$ cat src/rtl/id_ex_stage_if.sv
// Decode-to-execute bus for the ID/EX pipeline register: decode-side fields,
// execute-side registered copies, flush request and hazard stall outputs.
interface id_ex_stage_if #(
    parameter int WIDTH = 32,
    parameter int RADDR = 5
);
    // Decode side
    logic             ValidD;
    logic             MemtoRegD, MemWriteD, BranchD, ALUSrcD, RegDstD, RegWriteD, JumpD;
    logic [1:0]       ALUOpD;
    logic [2:0]       ALUControlD;
    logic [WIDTH-1:0] RD1D, RD2D;
    logic [RADDR-1:0] RsD, RtD, RdD;
    logic [WIDTH-1:0] SignImmD, PCPlus4D;
    logic             FlushE;

    // Execute side
    logic             ValidE;
    logic             MemtoRegE, MemWriteE, BranchE, ALUSrcE, RegDstE, RegWriteE, JumpE;
    logic [1:0]       ALUOpE;
    logic [2:0]       ALUControlE;
    logic [WIDTH-1:0] RD1E, RD2E;
    logic [RADDR-1:0] RsE, RtE, RdE;
    logic [WIDTH-1:0] SignImmE, PCPlus4E;

    logic             StallF, StallD;

    modport master (
        output ValidD, MemtoRegD, MemWriteD, BranchD, ALUSrcD, RegDstD, RegWriteD, JumpD,
               ALUOpD, ALUControlD, RD1D, RD2D, RsD, RtD, RdD, SignImmD, PCPlus4D, FlushE,
        input  ValidE, MemtoRegE, MemWriteE, BranchE, ALUSrcE, RegDstE, RegWriteE, JumpE,
               ALUOpE, ALUControlE, RD1E, RD2E, RsE, RtE, RdE, SignImmE, PCPlus4E,
               StallF, StallD
    );

    modport slave (
        input  ValidD, MemtoRegD, MemWriteD, BranchD, ALUSrcD, RegDstD, RegWriteD, JumpD,
               ALUOpD, ALUControlD, RD1D, RD2D, RsD, RtD, RdD, SignImmD, PCPlus4D, FlushE,
        output ValidE, MemtoRegE, MemWriteE, BranchE, ALUSrcE, RegDstE, RegWriteE, JumpE,
               ALUOpE, ALUControlE, RD1E, RD2E, RsE, RtE, RdE, SignImmE, PCPlus4E,
               StallF, StallD
    );
endinterface

$ cat src/rtl/id_ex_stage.sv
// ID/EX pipeline register with load-use hazard detection and bubble insertion.
// Optional macro ID_EX_BUBBLE_COUNT_EN adds a saturating 16-bit BubbleCount output.
module id_ex_stage #(
    parameter int WIDTH = 32,
    parameter int RADDR = 5
) (
    input logic CLK,
    input logic RST,
    id_ex_stage_if.slave bus
`ifdef ID_EX_BUBBLE_COUNT_EN
    ,
    output logic [15:0] BubbleCount
`endif
);

    typedef struct packed {
        logic             valid;
        logic             memtoreg;
        logic             memwrite;
        logic             branch;
        logic             alusrc;
        logic             regdst;
        logic             regwrite;
        logic             jump;
        logic [1:0]       aluop;
        logic [2:0]       alucontrol;
        logic [WIDTH-1:0] rd1;
        logic [WIDTH-1:0] rd2;
        logic [RADDR-1:0] rs;
        logic [RADDR-1:0] rt;
        logic [RADDR-1:0] rd;
        logic [WIDTH-1:0] signimm;
        logic [WIDTH-1:0] pcplus4;
    } stage_t;

    stage_t d_in;
    stage_t e_q;
    logic   lwstall;
    logic   bubble;

    assign d_in = '{valid: bus.ValidD, memtoreg: bus.MemtoRegD, memwrite: bus.MemWriteD,
                    branch: bus.BranchD, alusrc: bus.ALUSrcD, regdst: bus.RegDstD,
                    regwrite: bus.RegWriteD, jump: bus.JumpD, aluop: bus.ALUOpD,
                    alucontrol: bus.ALUControlD, rd1: bus.RD1D, rd2: bus.RD2D,
                    rs: bus.RsD, rt: bus.RtD, rd: bus.RdD,
                    signimm: bus.SignImmD, pcplus4: bus.PCPlus4D};

    // A load in E whose destination is read by a valid D instruction must wait one
    // cycle; $0 is never a real destination. Stall is asserted for the whole cycle
    // and upstream holds PC and IF/ID; the inserted bubble clears the condition.
    assign lwstall = e_q.valid & e_q.memtoreg & e_q.regwrite & (e_q.rt != '0) &
                     bus.ValidD & ((e_q.rt == bus.RsD) | (e_q.rt == bus.RtD));
    assign bubble  = bus.FlushE | lwstall;

    always_ff @(posedge CLK) begin
        if (RST) begin
            e_q <= '0;
        end else if (bubble) begin
            e_q <= '0;
        end else begin
            e_q <= d_in;
        end
    end

    assign bus.StallF      = lwstall;
    assign bus.StallD      = lwstall;
    assign bus.ValidE      = e_q.valid;
    assign bus.MemtoRegE   = e_q.memtoreg;
    assign bus.MemWriteE   = e_q.memwrite;
    assign bus.BranchE     = e_q.branch;
    assign bus.ALUSrcE     = e_q.alusrc;
    assign bus.RegDstE     = e_q.regdst;
    assign bus.RegWriteE   = e_q.regwrite;
    assign bus.JumpE       = e_q.jump;
    assign bus.ALUOpE      = e_q.aluop;
    assign bus.ALUControlE = e_q.alucontrol;
    assign bus.RD1E        = e_q.rd1;
    assign bus.RD2E        = e_q.rd2;
    assign bus.RsE         = e_q.rs;
    assign bus.RtE         = e_q.rt;
    assign bus.RdE         = e_q.rd;
    assign bus.SignImmE    = e_q.signimm;
    assign bus.PCPlus4E    = e_q.pcplus4;

`ifdef ID_EX_BUBBLE_COUNT_EN
    logic [15:0] bubble_cnt_q;

    always_ff @(posedge CLK) begin
        if (RST) begin
            bubble_cnt_q <= '0;
        end else if (bubble && (bubble_cnt_q != 16'hFFFF)) begin
            bubble_cnt_q <= bubble_cnt_q + 16'd1;
        end
    end

    assign BubbleCount = bubble_cnt_q;
`endif

endmodule

$ cat src/flat_wrapper.sv
// flat-port wrapper written by rule: the top's interface ports become plain ports
module id_ex_stage_flat 
#(
    parameter int WIDTH = 32,
    parameter int RADDR = 5
)
  (CLK, RST, bus_ValidD, bus_MemtoRegD, bus_MemWriteD, bus_BranchD, bus_ALUSrcD, bus_RegDstD, bus_RegWriteD, bus_JumpD, bus_ALUOpD, bus_ALUControlD, bus_RD1D, bus_RD2D, bus_RsD, bus_RtD, bus_RdD, bus_SignImmD, bus_PCPlus4D, bus_FlushE, bus_ValidE, bus_MemtoRegE, bus_MemWriteE, bus_BranchE, bus_ALUSrcE, bus_RegDstE, bus_RegWriteE, bus_JumpE, bus_ALUOpE, bus_ALUControlE, bus_RD1E, bus_RD2E, bus_RsE, bus_RtE, bus_RdE, bus_SignImmE, bus_PCPlus4E, bus_StallF, bus_StallD);
  id_ex_stage_if #(.WIDTH(WIDTH), .RADDR(RADDR)) bus_i ();
  input logic CLK;
  input logic RST;
  input wire logic [$bits(bus_i.ValidD)-1:0] bus_ValidD;
  input wire logic [$bits(bus_i.MemtoRegD)-1:0] bus_MemtoRegD;
  input wire logic [$bits(bus_i.MemWriteD)-1:0] bus_MemWriteD;
  input wire logic [$bits(bus_i.BranchD)-1:0] bus_BranchD;
  input wire logic [$bits(bus_i.ALUSrcD)-1:0] bus_ALUSrcD;
  input wire logic [$bits(bus_i.RegDstD)-1:0] bus_RegDstD;
  input wire logic [$bits(bus_i.RegWriteD)-1:0] bus_RegWriteD;
  input wire logic [$bits(bus_i.JumpD)-1:0] bus_JumpD;
  input wire logic [$bits(bus_i.ALUOpD)-1:0] bus_ALUOpD;
  input wire logic [$bits(bus_i.ALUControlD)-1:0] bus_ALUControlD;
  input wire logic [$bits(bus_i.RD1D)-1:0] bus_RD1D;
  input wire logic [$bits(bus_i.RD2D)-1:0] bus_RD2D;
  input wire logic [$bits(bus_i.RsD)-1:0] bus_RsD;
  input wire logic [$bits(bus_i.RtD)-1:0] bus_RtD;
  input wire logic [$bits(bus_i.RdD)-1:0] bus_RdD;
  input wire logic [$bits(bus_i.SignImmD)-1:0] bus_SignImmD;
  input wire logic [$bits(bus_i.PCPlus4D)-1:0] bus_PCPlus4D;
  input wire logic [$bits(bus_i.FlushE)-1:0] bus_FlushE;
  output wire logic [$bits(bus_i.ValidE)-1:0] bus_ValidE;
  output wire logic [$bits(bus_i.MemtoRegE)-1:0] bus_MemtoRegE;
  output wire logic [$bits(bus_i.MemWriteE)-1:0] bus_MemWriteE;
  output wire logic [$bits(bus_i.BranchE)-1:0] bus_BranchE;
  output wire logic [$bits(bus_i.ALUSrcE)-1:0] bus_ALUSrcE;
  output wire logic [$bits(bus_i.RegDstE)-1:0] bus_RegDstE;
  output wire logic [$bits(bus_i.RegWriteE)-1:0] bus_RegWriteE;
  output wire logic [$bits(bus_i.JumpE)-1:0] bus_JumpE;
  output wire logic [$bits(bus_i.ALUOpE)-1:0] bus_ALUOpE;
  output wire logic [$bits(bus_i.ALUControlE)-1:0] bus_ALUControlE;
  output wire logic [$bits(bus_i.RD1E)-1:0] bus_RD1E;
  output wire logic [$bits(bus_i.RD2E)-1:0] bus_RD2E;
  output wire logic [$bits(bus_i.RsE)-1:0] bus_RsE;
  output wire logic [$bits(bus_i.RtE)-1:0] bus_RtE;
  output wire logic [$bits(bus_i.RdE)-1:0] bus_RdE;
  output wire logic [$bits(bus_i.SignImmE)-1:0] bus_SignImmE;
  output wire logic [$bits(bus_i.PCPlus4E)-1:0] bus_PCPlus4E;
  output wire logic [$bits(bus_i.StallF)-1:0] bus_StallF;
  output wire logic [$bits(bus_i.StallD)-1:0] bus_StallD;
  assign bus_i.ValidD = bus_ValidD;
  assign bus_i.MemtoRegD = bus_MemtoRegD;
  assign bus_i.MemWriteD = bus_MemWriteD;
  assign bus_i.BranchD = bus_BranchD;
  assign bus_i.ALUSrcD = bus_ALUSrcD;
  assign bus_i.RegDstD = bus_RegDstD;
  assign bus_i.RegWriteD = bus_RegWriteD;
  assign bus_i.JumpD = bus_JumpD;
  assign bus_i.ALUOpD = bus_ALUOpD;
  assign bus_i.ALUControlD = bus_ALUControlD;
  assign bus_i.RD1D = bus_RD1D;
  assign bus_i.RD2D = bus_RD2D;
  assign bus_i.RsD = bus_RsD;
  assign bus_i.RtD = bus_RtD;
  assign bus_i.RdD = bus_RdD;
  assign bus_i.SignImmD = bus_SignImmD;
  assign bus_i.PCPlus4D = bus_PCPlus4D;
  assign bus_i.FlushE = bus_FlushE;
  assign bus_ValidE = bus_i.ValidE;
  assign bus_MemtoRegE = bus_i.MemtoRegE;
  assign bus_MemWriteE = bus_i.MemWriteE;
  assign bus_BranchE = bus_i.BranchE;
  assign bus_ALUSrcE = bus_i.ALUSrcE;
  assign bus_RegDstE = bus_i.RegDstE;
  assign bus_RegWriteE = bus_i.RegWriteE;
  assign bus_JumpE = bus_i.JumpE;
  assign bus_ALUOpE = bus_i.ALUOpE;
  assign bus_ALUControlE = bus_i.ALUControlE;
  assign bus_RD1E = bus_i.RD1E;
  assign bus_RD2E = bus_i.RD2E;
  assign bus_RsE = bus_i.RsE;
  assign bus_RtE = bus_i.RtE;
  assign bus_RdE = bus_i.RdE;
  assign bus_SignImmE = bus_i.SignImmE;
  assign bus_PCPlus4E = bus_i.PCPlus4E;
  assign bus_StallF = bus_i.StallF;
  assign bus_StallD = bus_i.StallD;
  id_ex_stage #(.WIDTH(WIDTH), .RADDR(RADDR)) u_core (.CLK(CLK), .RST(RST), .bus(bus_i));
endmodule
$ cat config.mk
export PLATFORM = sky130hd
export DESIGN_NAME = id_ex_stage_flat
export DESIGN_NICKNAME = d
export VERILOG_FILES = /design/src/rtl/id_ex_stage_if.sv /design/src/rtl/id_ex_stage.sv /design/src/flat_wrapper.sv
export SDC_FILE = /design/constraint.sdc
export NUM_CORES = 1
export LEC_CHECK = 0
export ABC_AREA = 1
export ABC_CLOCK_PERIOD_IN_PS = 1200
export CORE_ASPECT_RATIO = 0.75
export CORE_UTILIZATION = 32
export CTS_CLUSTER_SIZE = 14
export DETAILED_ROUTE_END_ITERATION = 10
export PLACE_DENSITY = 0.76
export SETUP_SLACK_MARGIN = 0.3
export SYNTH_ARGS = -nofsm -noshare
export SYNTH_HDL_FRONTEND = slang
export SYNTH_SLANG_ARGS = --single-unit
export TNS_END_PERCENT = 30
$ cat constraint.sdc
create_clock -name CLK -period 1.2 [get_ports CLK]
set_input_delay 0.36 -clock CLK [delete_from_list [all_inputs] [get_ports CLK]]
set_output_delay 0.36 -clock CLK [all_outputs]
set_load 0.02 [all_outputs]
==> results.json, run 1 <==
{
  "status": "complete, but fails checks",
  "violations": "negative setup slack",
  "drt-initial-drc-count": 136,
  "synth_fp_nets": 694,
  "yosysWarningCount": 0,
  "worstPathRequired_ps": 840,
  "dieWidth_um": 142,
  "power.switching_mw": 3.15,
  "p_per_area_mw_per_mm2": 1320,
  "core_area_sq_mm": 0.0140,
  "fin_ws_ps": -610,
  "worstSetupEndpointType": "primary output",
  "cts_root_buffer": "clkbuf_16",
  "avgSynthCellArea_sq_um": 8.76,
  "reg2reg_slack_ps": -460,
  "pwr-share-seq_pct": 43.1,
  "r2r_cells": 13,
  "worstMarginPinSlew_ps": 527,
  "dp_hpwl_um": 10400,
  "die_y_um": 107,
  "setup_viol": 243,
  "cts.sinks": 156,
  "rsz0062_at_grt": "true",
  "drive_gt1_share_pct": 45.6,
  "timing.rr.end": "u_core.bus.RsE[4]",
  "synth_area_sq_mm": 0.00468,
  "p_comb_share_pct": 14.6,
  "use_met1_pct": 17.0,
  "n_antenna_cell": 0,
  "use_met3_pct": 8.84,
  "cp_max_fo": 6,
  "synth_seq_cells": 156,
  "antenna_found_initial": 0,
  "min_period_over_period_pct": 151,
  "ys_types": 10,
  "grt_max_degree": 44,
  "fillCellCount": 1039,
  "num_rows": 37,
  "cap_violations": 0,
  "placed_cells": 1042,
  "path_cells": "inv_2 > nand2_1 > nand2_1 > nor2_2 > nand3_1 > nand2_1 > nand2_2 > inv_2 > buf_6",
  "peakVddDrop_uv": 870,
  "start_kind": "register",
  "final_util_pct": 69.3,
  "design_area_sq_mm": 0.00968,
  "fmax_ghz": 0.552,
  "regArea_sq_mm": 0.00333,
  "gp_congestion": 0.816,
  "grtUsageTotal_pct": 18.3,
  "p_clk_share_pct": 42.3,
  "arrival_ps": 1450,
  "io_pins": 317,
  "route.detailed.drc": 0,
  "syn_inst": 535,
  "place_ws_ps": -1150,
  "clk_pin_slew_ps": 60,
  "final-hold-violation-count": 0,
  "fin_tns_setup_ps": -63920,
  "worstHoldPathType": "input port to register",
  "clk_latency_ps": 410,
  "p_leak_nw": 4.90,
  "p_int_mw": 9.68,
  "cp-startpoint": "u_core.bus.RtE[0]",
  "routed_via_density": 3.94,
  "htreeDepth": 4,
  "crit_path_frequent_cell": "nand2_1",
  "totalWireLength_um": 16300,
  "area_growth_pct": 107,
  "nets": 1052,
  "die_area_sq_mm": 0.0151,
  "grt_pass1_wl_um": 21000,
  "critPathTopFamily": "simple AND/OR/NAND/NOR gates",
  "numCtsBuffers": 17,
  "crit_end": "bus_StallD",
  "post_drt_wl_per_cell_um": 14.8,
  "overflow": 0,
  "grt_use_met2_pct": 34.2,
  "synth-seq-area-share_pct": 66.7,
  "cts_tree": "done",
  "final.min_clock_period_ps": 1810,
  "slew_viol_final": 0,
  "clockBufferDepth": 2,
  "start_util_pct": 33.5,
  "max_stage_delay_ps": 390,
  "drtAntennaViolNets": 0,
  "fin_cells": 1101,
  "finClkSkew_ps": 12.5,
  "power.total_mw": 12.8,
  "path_depth": 9,
  "multi_input_area_sq_um": 890,
  "cp.buffers_inverters": 3,
  "routed-via-count": 4333,
  "place_area_sq_mm": 0.00808,
  "cp_slowest_cell": "dfxtp_4",
  "numPortBuffers": 316,
  "cts_hold_buf": 0,
  "holdWs_ps": 338,
  "busiest_layer": "met2",
  "firstDrtPassIters": 4,
  "path_class": "register to primary output",
  "r2r_start": "u_core.bus.RtE[0]",
  "maxSlewHeadroom_pct": 64.8,
  "swShare_pct": 24.5,
  "grt_pass1_vias": 4235
}
==> placed cells by master, fill, tap and decap left out, types with 3 or more instances in the layout <==
cell,synthesis,layout
buf_16,0,4
buf_4,2,8
buf_6,15,168
clkbuf_16,0,29
clkdlybuf4s50_1,0,150
dfxtp_2,0,149
dfxtp_4,0,5
dlygate4sd2_1,0,8
inv_1,165,160
inv_2,0,5
inv_6,0,6
inv_8,0,3
nand2_1,26,24
nand2_8,0,4
nor2_1,164,143
nor2_2,0,20
==> sequential cells by signal (all words and copies together) (netlist names) <==
| name | count |
|---|---|
| u_core.bus.RegWriteE | 1 |
| u_core.bus.MemWriteE | 1 |
| u_core.bus.SignImmE | 32 |
| u_core.bus.RegDstE | 1 |
| u_core.bus.ALUControlE | 3 |
| u_core.bus.ValidE | 1 |
| u_core.bus.BranchE | 1 |
| u_core.bus.ALUOpE | 2 |
| u_core.bus.RsE | 5 |
| u_core.bus.RdE | 5 |
| u_core.bus.PCPlus4E | 32 |
| u_core.bus.MemtoRegE | 1 |
| u_core.bus.ALUSrcE | 1 |
| u_core.bus.RtE | 5 |
| u_core.bus.RD1E | 32 |
| u_core.bus.JumpE | 1 |
| u_core.bus.RD2E | 32 |
==> cells in the mapped netlist <==
cell / number / area share, %
nand4_1: 2 / 0.27
xnor2_1: 2 / 0.37
nand2_1: 26 / 2.1
buf_6: 15 / 3.6
nand3_1: 2 / 0.21
dfxtp_1: 156 / 67
nor2_1: 164 / 13
inv_1: 165 / 13
buf_2: 1 / 0.11
buf_4: 2 / 0.32
==> power by group through the flow <==
stage	registers (mW)	logic, mW	clock network [mW]
after floorplan	5.83	0.318	0
after global placement	5.55	1.57	0
after detailed placement	5.56	1.59	0
after CTS	5.52	1.64	5.55
after global routing	5.54	2.00	5.78
final	5.52	1.88	5.43
==> area by class of cell <==
class | instances | share of cell area (%)
timing repair buffer | 354 | 41.3
multi-input combinational | 199 | 9.19
sequential | 156 | 34.4
inverter | 165 | 6.40
tap | 195 | 2.52
clock buffer | 17 | 4.39
clock inverter | 15 | 1.80
==> repair_timing <==
action,in CTS,in global routing
setup endpoints to repair,314,314
cloned,0,22
gates resized for setup,1023,110
buffers inserted,1,4
pin swaps,7,3
==> layer usage <==
layer  vias to the layer above  routed length (um)
met1                      1925                5910
met3                        30                1510
met4                         0                 439
li1                       2180                   -
met5                         -                   0
met2                       198                8450
==> how the worst min path moves through the flow <==
stage	slack, ps	cells past startpoint	to	start
after floorplan	460	2	u_core.bus.RtE[0]	bus_RtD[0]
after detailed placement	790	1	bus_RD1E[22]	u_core.bus.RD1E[22]
after global placement	790	1	bus_RD1E[22]	u_core.bus.RD1E[22]
after CTS	310	3	u_core.bus.RtE[0]	bus_RtD[0]
after global routing	340	3	u_core.bus.RtE[0]	bus_RtD[0]
final	340	3	u_core.bus.RtE[0]	bus_RtD[0]
==> cells by family after synthesis <==
family | Yosys count | share of synthesized area, %
xor gates and xnor gates | 2 | 0.374
buffers and inverters | 183 | 17.3
and+or+nand+nor | 194 | 15.7
DFF | 156 | 66.7
==> tightest hold or removal path: cells and delay by family <==
| kind | cells | cell delay [ps] |
|---|---|---|
| AND/OR/NAND/NOR | 1 | 30 |
| buffers and inverters | 2 | 320 |
(Power assumes the default switching activity.)
==> inputs of run 2 (changes only) <==
- CELL_PAD_IN_SITES_DETAIL_PLACEMENT: not set -> 0
- CELL_PAD_IN_SITES_GLOBAL_PLACEMENT: not set -> 1
- CORE_UTILIZATION: 32 -> 22
- PLACE_DENSITY: 0.76 -> not set
- PLACE_DENSITY_LB_ADDON: not set -> 0.1
==> results.json, run 2 (synthesized netlist as in run 1, its figures left out) <==
{
  "status": "complete, but fails checks",
  "violations": "negative setup slack",
  "worstMarginPinSlew_ps": 182,
  "route.detailed.drc": 0,
  "antenna_found_initial": 2,
  "grtUsageTotal_pct": 13.3,
  "fin_tns_setup_ps": -86960,
  "peakVddDrop_uv": 738,
  "grt_max_degree": 52,
  "arrival_ps": 1470,
  "cp_slowest_cell": "dfxtp_4",
  "worstSetupEndpointType": "primary output",
  "critPathTopFamily": "simple AND/OR/NAND/NOR gates",
  "final-hold-violation-count": 0,
  "worstPathRequired_ps": 840,
  "fillCellCount": 1939,
  "drtAntennaViolNets": 0,
  "numCtsBuffers": 17,
  "rsz0062_at_grt": "true",
  "routed-via-count": 4292,
  "die_area_sq_mm": 0.0219,
  "maxSlewHeadroom_pct": 87.8,
  "htreeDepth": 4,
  "max_stage_delay_ps": 380,
  "dieWidth_um": 170,
  "cap_violations": 0,
  "setup_viol": 314,
  "holdWs_ps": 330,
  "die_y_um": 128,
  "grt_pass1_vias": 4234,
  "num_rows": 45,
  "cts.sinks": 156,
  "cp.buffers_inverters": 3,
  "crit_path_frequent_cell": "nand2_1",
  "cts_tree": "done",
  "numPortBuffers": 316,
  "io_pins": 317,
  "start_kind": "register",
  "fin_ws_ps": -627,
  "gp_congestion": 0.740,
  "dp_hpwl_um": 11100,
  "power.total_mw": 12.8,
  "worstHoldPathType": "input port to register",
  "final.min_clock_period_ps": 1830,
  "clk_latency_ps": 420,
  "layout_commonest_cell": "buf_6",
  "hp-start": "bus_RsD[0]",
  "mostFrequentLayoutCells": "buf_6 (166), inv_1 (161), clkdlybuf4s50_1 (150)",
  "fmax_ghz": 0.547,
  "post_drt_wl_per_cell_um": 13.9,
  "routed_via_density": 3.62,
  "cts_hold_buf": 0,
  "use_met3_pct": 6.95,
  "firstDrtPassIters": 4,
  "place_ws_ps": -1160,
  "overflow": 0,
  "area_growth_pct": 107,
  "grt_use_met2_pct": 23.3,
  "busiest_layer": "met2",
  "core_area_sq_mm": 0.0206,
  "cts_root_buffer": "clkbuf_16",
  "nets": 1048,
  "clockBufferDepth": 2,
  "finClkSkew_ps": 9.33,
  "clk_pin_slew_ps": 60,
  "drive_gt1_share_pct": 47.1,
  "slew_viol_final": 0,
  "r2r_start": "u_core.bus.RtE[1]",
  "cp-startpoint": "u_core.bus.RtE[1]",
  "min_period_over_period_pct": 152,
  "grt_pass1_wl_um": 21900,
  "p_leak_nw": 4.83,
  "path_cells": "inv_4 > nand2_1 > nand2_1 > nor2_1 > nand3_1 > nand2_1 > nand2_2 > inv_2 > buf_6",
  "p_per_area_mw_per_mm2": 1320,
  "cp_max_fo": 5,
  "start_util_pct": 22.8,
  "use_met1_pct": 13.8,
  "totalWireLength_um": 16400,
  "path_class": "register to primary output",
  "drt-initial-drc-count": 95
}
## run 2: changes by cell type in the layout (fill, tap and decap cells not counted), moves of 2 or more
cell	change
inv_2	-2
nand2_2	+2
nand2_8	-2
inv_6	-3
clkinvlp_4	+3
nand2_1	-2
nor2_2	+17
buf_4	+2
buf_6	-2
buf_8	+3
nor2_1	-16
clkbuf_16	-4
## run 2: cell type report
class                           count  area, sq um  area share [%]
Tap cell                          282          353            3.63
Antenna cell                        1         2.50          0.0258
Sequential cell                   156         3330            34.3
Clock buffer                       19          443            4.56
Inverter                          165          622            6.41
Clock inverter                     13          156            1.61
Timing Repair Buffer              352         3910            40.3
Multi-Input combinational cell    197          890            9.16
## run 2: power breakdown
| part | total (mW) | internal [mW] | switching, mW |
|---|---|---|---|
| Sequential | 5.52 | 5.42 | 0.104 |
| Combinational | 1.83 | 1.08 | 0.747 |
| Clock | 5.49 | 3.17 | 2.32 |
| Total | 12.8 | 9.67 | 3.17 |
## run 2: through the flow
| stage | area [sq um] | utilization, % | std cells |
|---|---|---|---|
| after floorplan | 4710 | - | 535 |
| after global placement | 8170 | 39.8 | 1128 |
| after detailed placement | 8170 | 39.8 | 1128 |
| after CTS | 9130 | 44.4 | 1162 |
| after global routing | 9710 | 47.2 | 1185 |
| final | 9710 | 47.2 | 1185 |
## run 2: timing repair
item / 4_1_cts / 5_1_grt
endpoints found under the setup margin: 314 / 314
cloned: 0 / 13
resized for setup: 1018 / 137
pin swaps: 6 / 8
setup buffers: 2 / 9
## run 2: layer usage
| layer | routed length (um) | up-vias |
|---|---|---|
| li1 | - | 2162 |
| met3 | 1680 | 12 |
| met5 | 17 | - |
| met1 | 6450 | 1933 |
| met4 | 194 | 2 |
| met2 | 8100 | 183 |
## run 2: tightest hold or removal path, delay by kind of cell
kind	cells	cell delay (ps)
buffers and inverters	2	320
and+or+nand+nor	1	40
## run 2: worst paths after layout
check	to	depth (start not counted)	slack [ps]
max reg2reg	u_core.bus.ValidE	14	-600
min	u_core.bus.RsE[0]	3	330
min reg2reg	u_core.bus.RD1E[22]	9	1200
max	bus_StallF	9	-630
==> inputs of run 3 (changes only) <==
==> constraint.sdc (replaced) <==
create_clock -name CLK -period 1.2 [get_ports CLK]
set_input_delay 0.3 -clock CLK [delete_from_list [all_inputs] [get_ports CLK]]
set_output_delay 0.3 -clock CLK [all_outputs]
set_load 0.02 [all_outputs]
==> results.json, run 3 (synthesized netlist as in run 1, its figures left out) <==
{
  "status": "complete, but fails checks",
  "violations": "negative setup slack",
  "clk_latency_ps": 420,
  "hp-start": "bus_RtD[0]",
  "post_drt_wl_per_cell_um": 13.2,
  "cp_max_fo": 2,
  "numPortBuffers": 316,
  "start_util_pct": 22.8,
  "clk_pin_slew_ps": 60,
  "dieWidth_um": 170,
  "area_growth_pct": 106,
  "cts.sinks": 156,
  "slew_viol_final": 0,
  "holdWs_ps": 181,
  "clockBufferDepth": 2,
  "layout_commonest_cell": "buf_6",
  "cp_slowest_cell": "clkdlybuf4s50_1",
  "start_kind": "input port",
  "num_rows": 45,
  "worstHoldPathType": "input port to register",
  "use_met1_pct": 13.8,
  "dp_hpwl_um": 10900,
  "n_antenna_cell": 0,
  "mostFrequentLayoutCells": "buf_6 (163), inv_1 (158), nor2_1 (158)",
  "p_leak_nw": 4.84,
  "drtAntennaViolNets": 0,
  "antenna_found_initial": 0,
  "fmax_ghz": 0.571,
  "critPathTopFamily": "buffers and inverters",
  "maxSlewHeadroom_pct": 54.8,
  "design_area_sq_mm": 0.00963,
  "path_class": "input port to primary output",
  "r2r_cells": 13,
  "grt_pass1_vias": 4078,
  "cp-startpoint": "bus_RsD[1]",
  "route.detailed.drc": 0,
  "die_area_sq_mm": 0.0219,
  "grtUsageTotal_pct": 13.1,
  "fin_tns_setup_ps": -68710,
  "max_stage_delay_ps": 480,
  "arrival_ps": 1450,
  "busiest_layer": "met2",
  "min_period_over_period_pct": 146,
  "use_met3_pct": 6.24,
  "setup_viol": 164,
  "io_pins": 317,
  "place_area_sq_mm": 0.00817,
  "final_util_pct": 46.8,
  "cts_root_buffer": "clkbuf_16",
  "drive_gt1_share_pct": 40.5,
  "cts_tree": "done",
  "routed_via_density": 3.55,
  "cap_violations": 0,
  "gp_congestion": 0.750,
  "worstPathRequired_ps": 900,
  "p_per_area_mw_per_mm2": 1290,
  "path_depth": 10,
  "cts_hold_buf": 0,
  "crit_path_frequent_cell": "nand2_1",
  "rsz0062_at_grt": "true",
  "fin_ws_ps": -553,
  "totalWireLength_um": 15600,
  "peakVddDrop_uv": 653,
  "final-hold-violation-count": 0,
  "grt_max_degree": 40,
  "die_y_um": 128,
  "fillCellCount": 1953,
  "overflow": 0,
  "cp.buffers_inverters": 4,
  "final.min_clock_period_ps": 1750,
  "worstSetupEndpointType": "primary output",
  "routed-via-count": 4198,
  "grt_use_met2_pct": 23.0,
  "numCtsBuffers": 17,
  "path_cells": "clkdlybuf4s50_1 > inv_1 > nand2_1 > nand2_1 > nor2_1 > nand3_1 > nand2_1 > nand2_2 > inv_4 > buf_6",
  "holdPathStages": 3,
  "nets": 1048,
  "r2r_start": "u_core.bus.RtE[0]",
  "place_ws_ps": -1060,
  "worstMarginPinSlew_ps": 677,
  "core_area_sq_mm": 0.0206,
  "grt_pass1_wl_um": 21400,
  "htreeDepth": 4,
  "finClkSkew_ps": 12.0,
  "drt-initial-drc-count": 112,
  "firstDrtPassIters": 4
}
-- run 3: timing repair --
item / 4_1_cts / 5_1_grt
endpoints found under the hold margin: 0 / 0
setup buffers: 0 / 8
cloned: 2 / 13
setup endpoints to repair: 314 / 314
resized for setup: 971 / 125
pin swaps: 5 / 8
-- run 3: per-layer routing --
layer	vias up	wire (um)
li1	2164	-
met4	0	167
met2	170	7760
met3	12	1520
met5	-	0
met1	1852	6190
-- run 3: per-stage QoR --
step	std cells	total power, mW
5_1_grt	1183	13.0
3_5_place_dp	1129	7.15
3_3_place_gp	1129	7.14
2_1_floorplan	535	6.15
4_1_cts	1162	12.5
6_report	1183	12.4
-- run 3: final timing paths --
| check | to | slack, ps |
|---|---|---|
| setup / recovery | bus_StallF | -550 |
| hold / removal | u_core.bus.RtE[0] | 180 |
| setup reg to reg | u_core.bus.RD2E[8] | -490 |
| hold reg to reg | u_core.bus.SignImmE[21] | 1180 |
-- run 3: cell type report --
class | count | area (sq um) | share of cell area [%]
clock inverter | 14 | 129 | 1.34
inverter | 165 | 624 | 6.49
multi-input combinational | 198 | 837 | 8.70
clock buffer | 17 | 425 | 4.42
sequential | 156 | 3290 | 34.1
timing repair buffer | 351 | 3970 | 41.3
tap | 282 | 353 | 3.67
-- run 3: where the power goes --
part / switching [mW] / internal, mW
Sequential: 0.104 / 5.41
Combinational: 0.725 / 1.09
Clock: 2.33 / 2.72
-- run 3: worst reg2reg max path: stages (launching register included) --
cell       delay [ps]
dfxtp_4           380
inv_2              40
nand2_2            40
nand2_1            40
nor2_1            120
nand3_1            80
nand2_1            80
nand2_2            80
buf_4             140
buf_8             140
nand2_8           130
buf_12            140
clkbuf_16         140
nor2_1             40
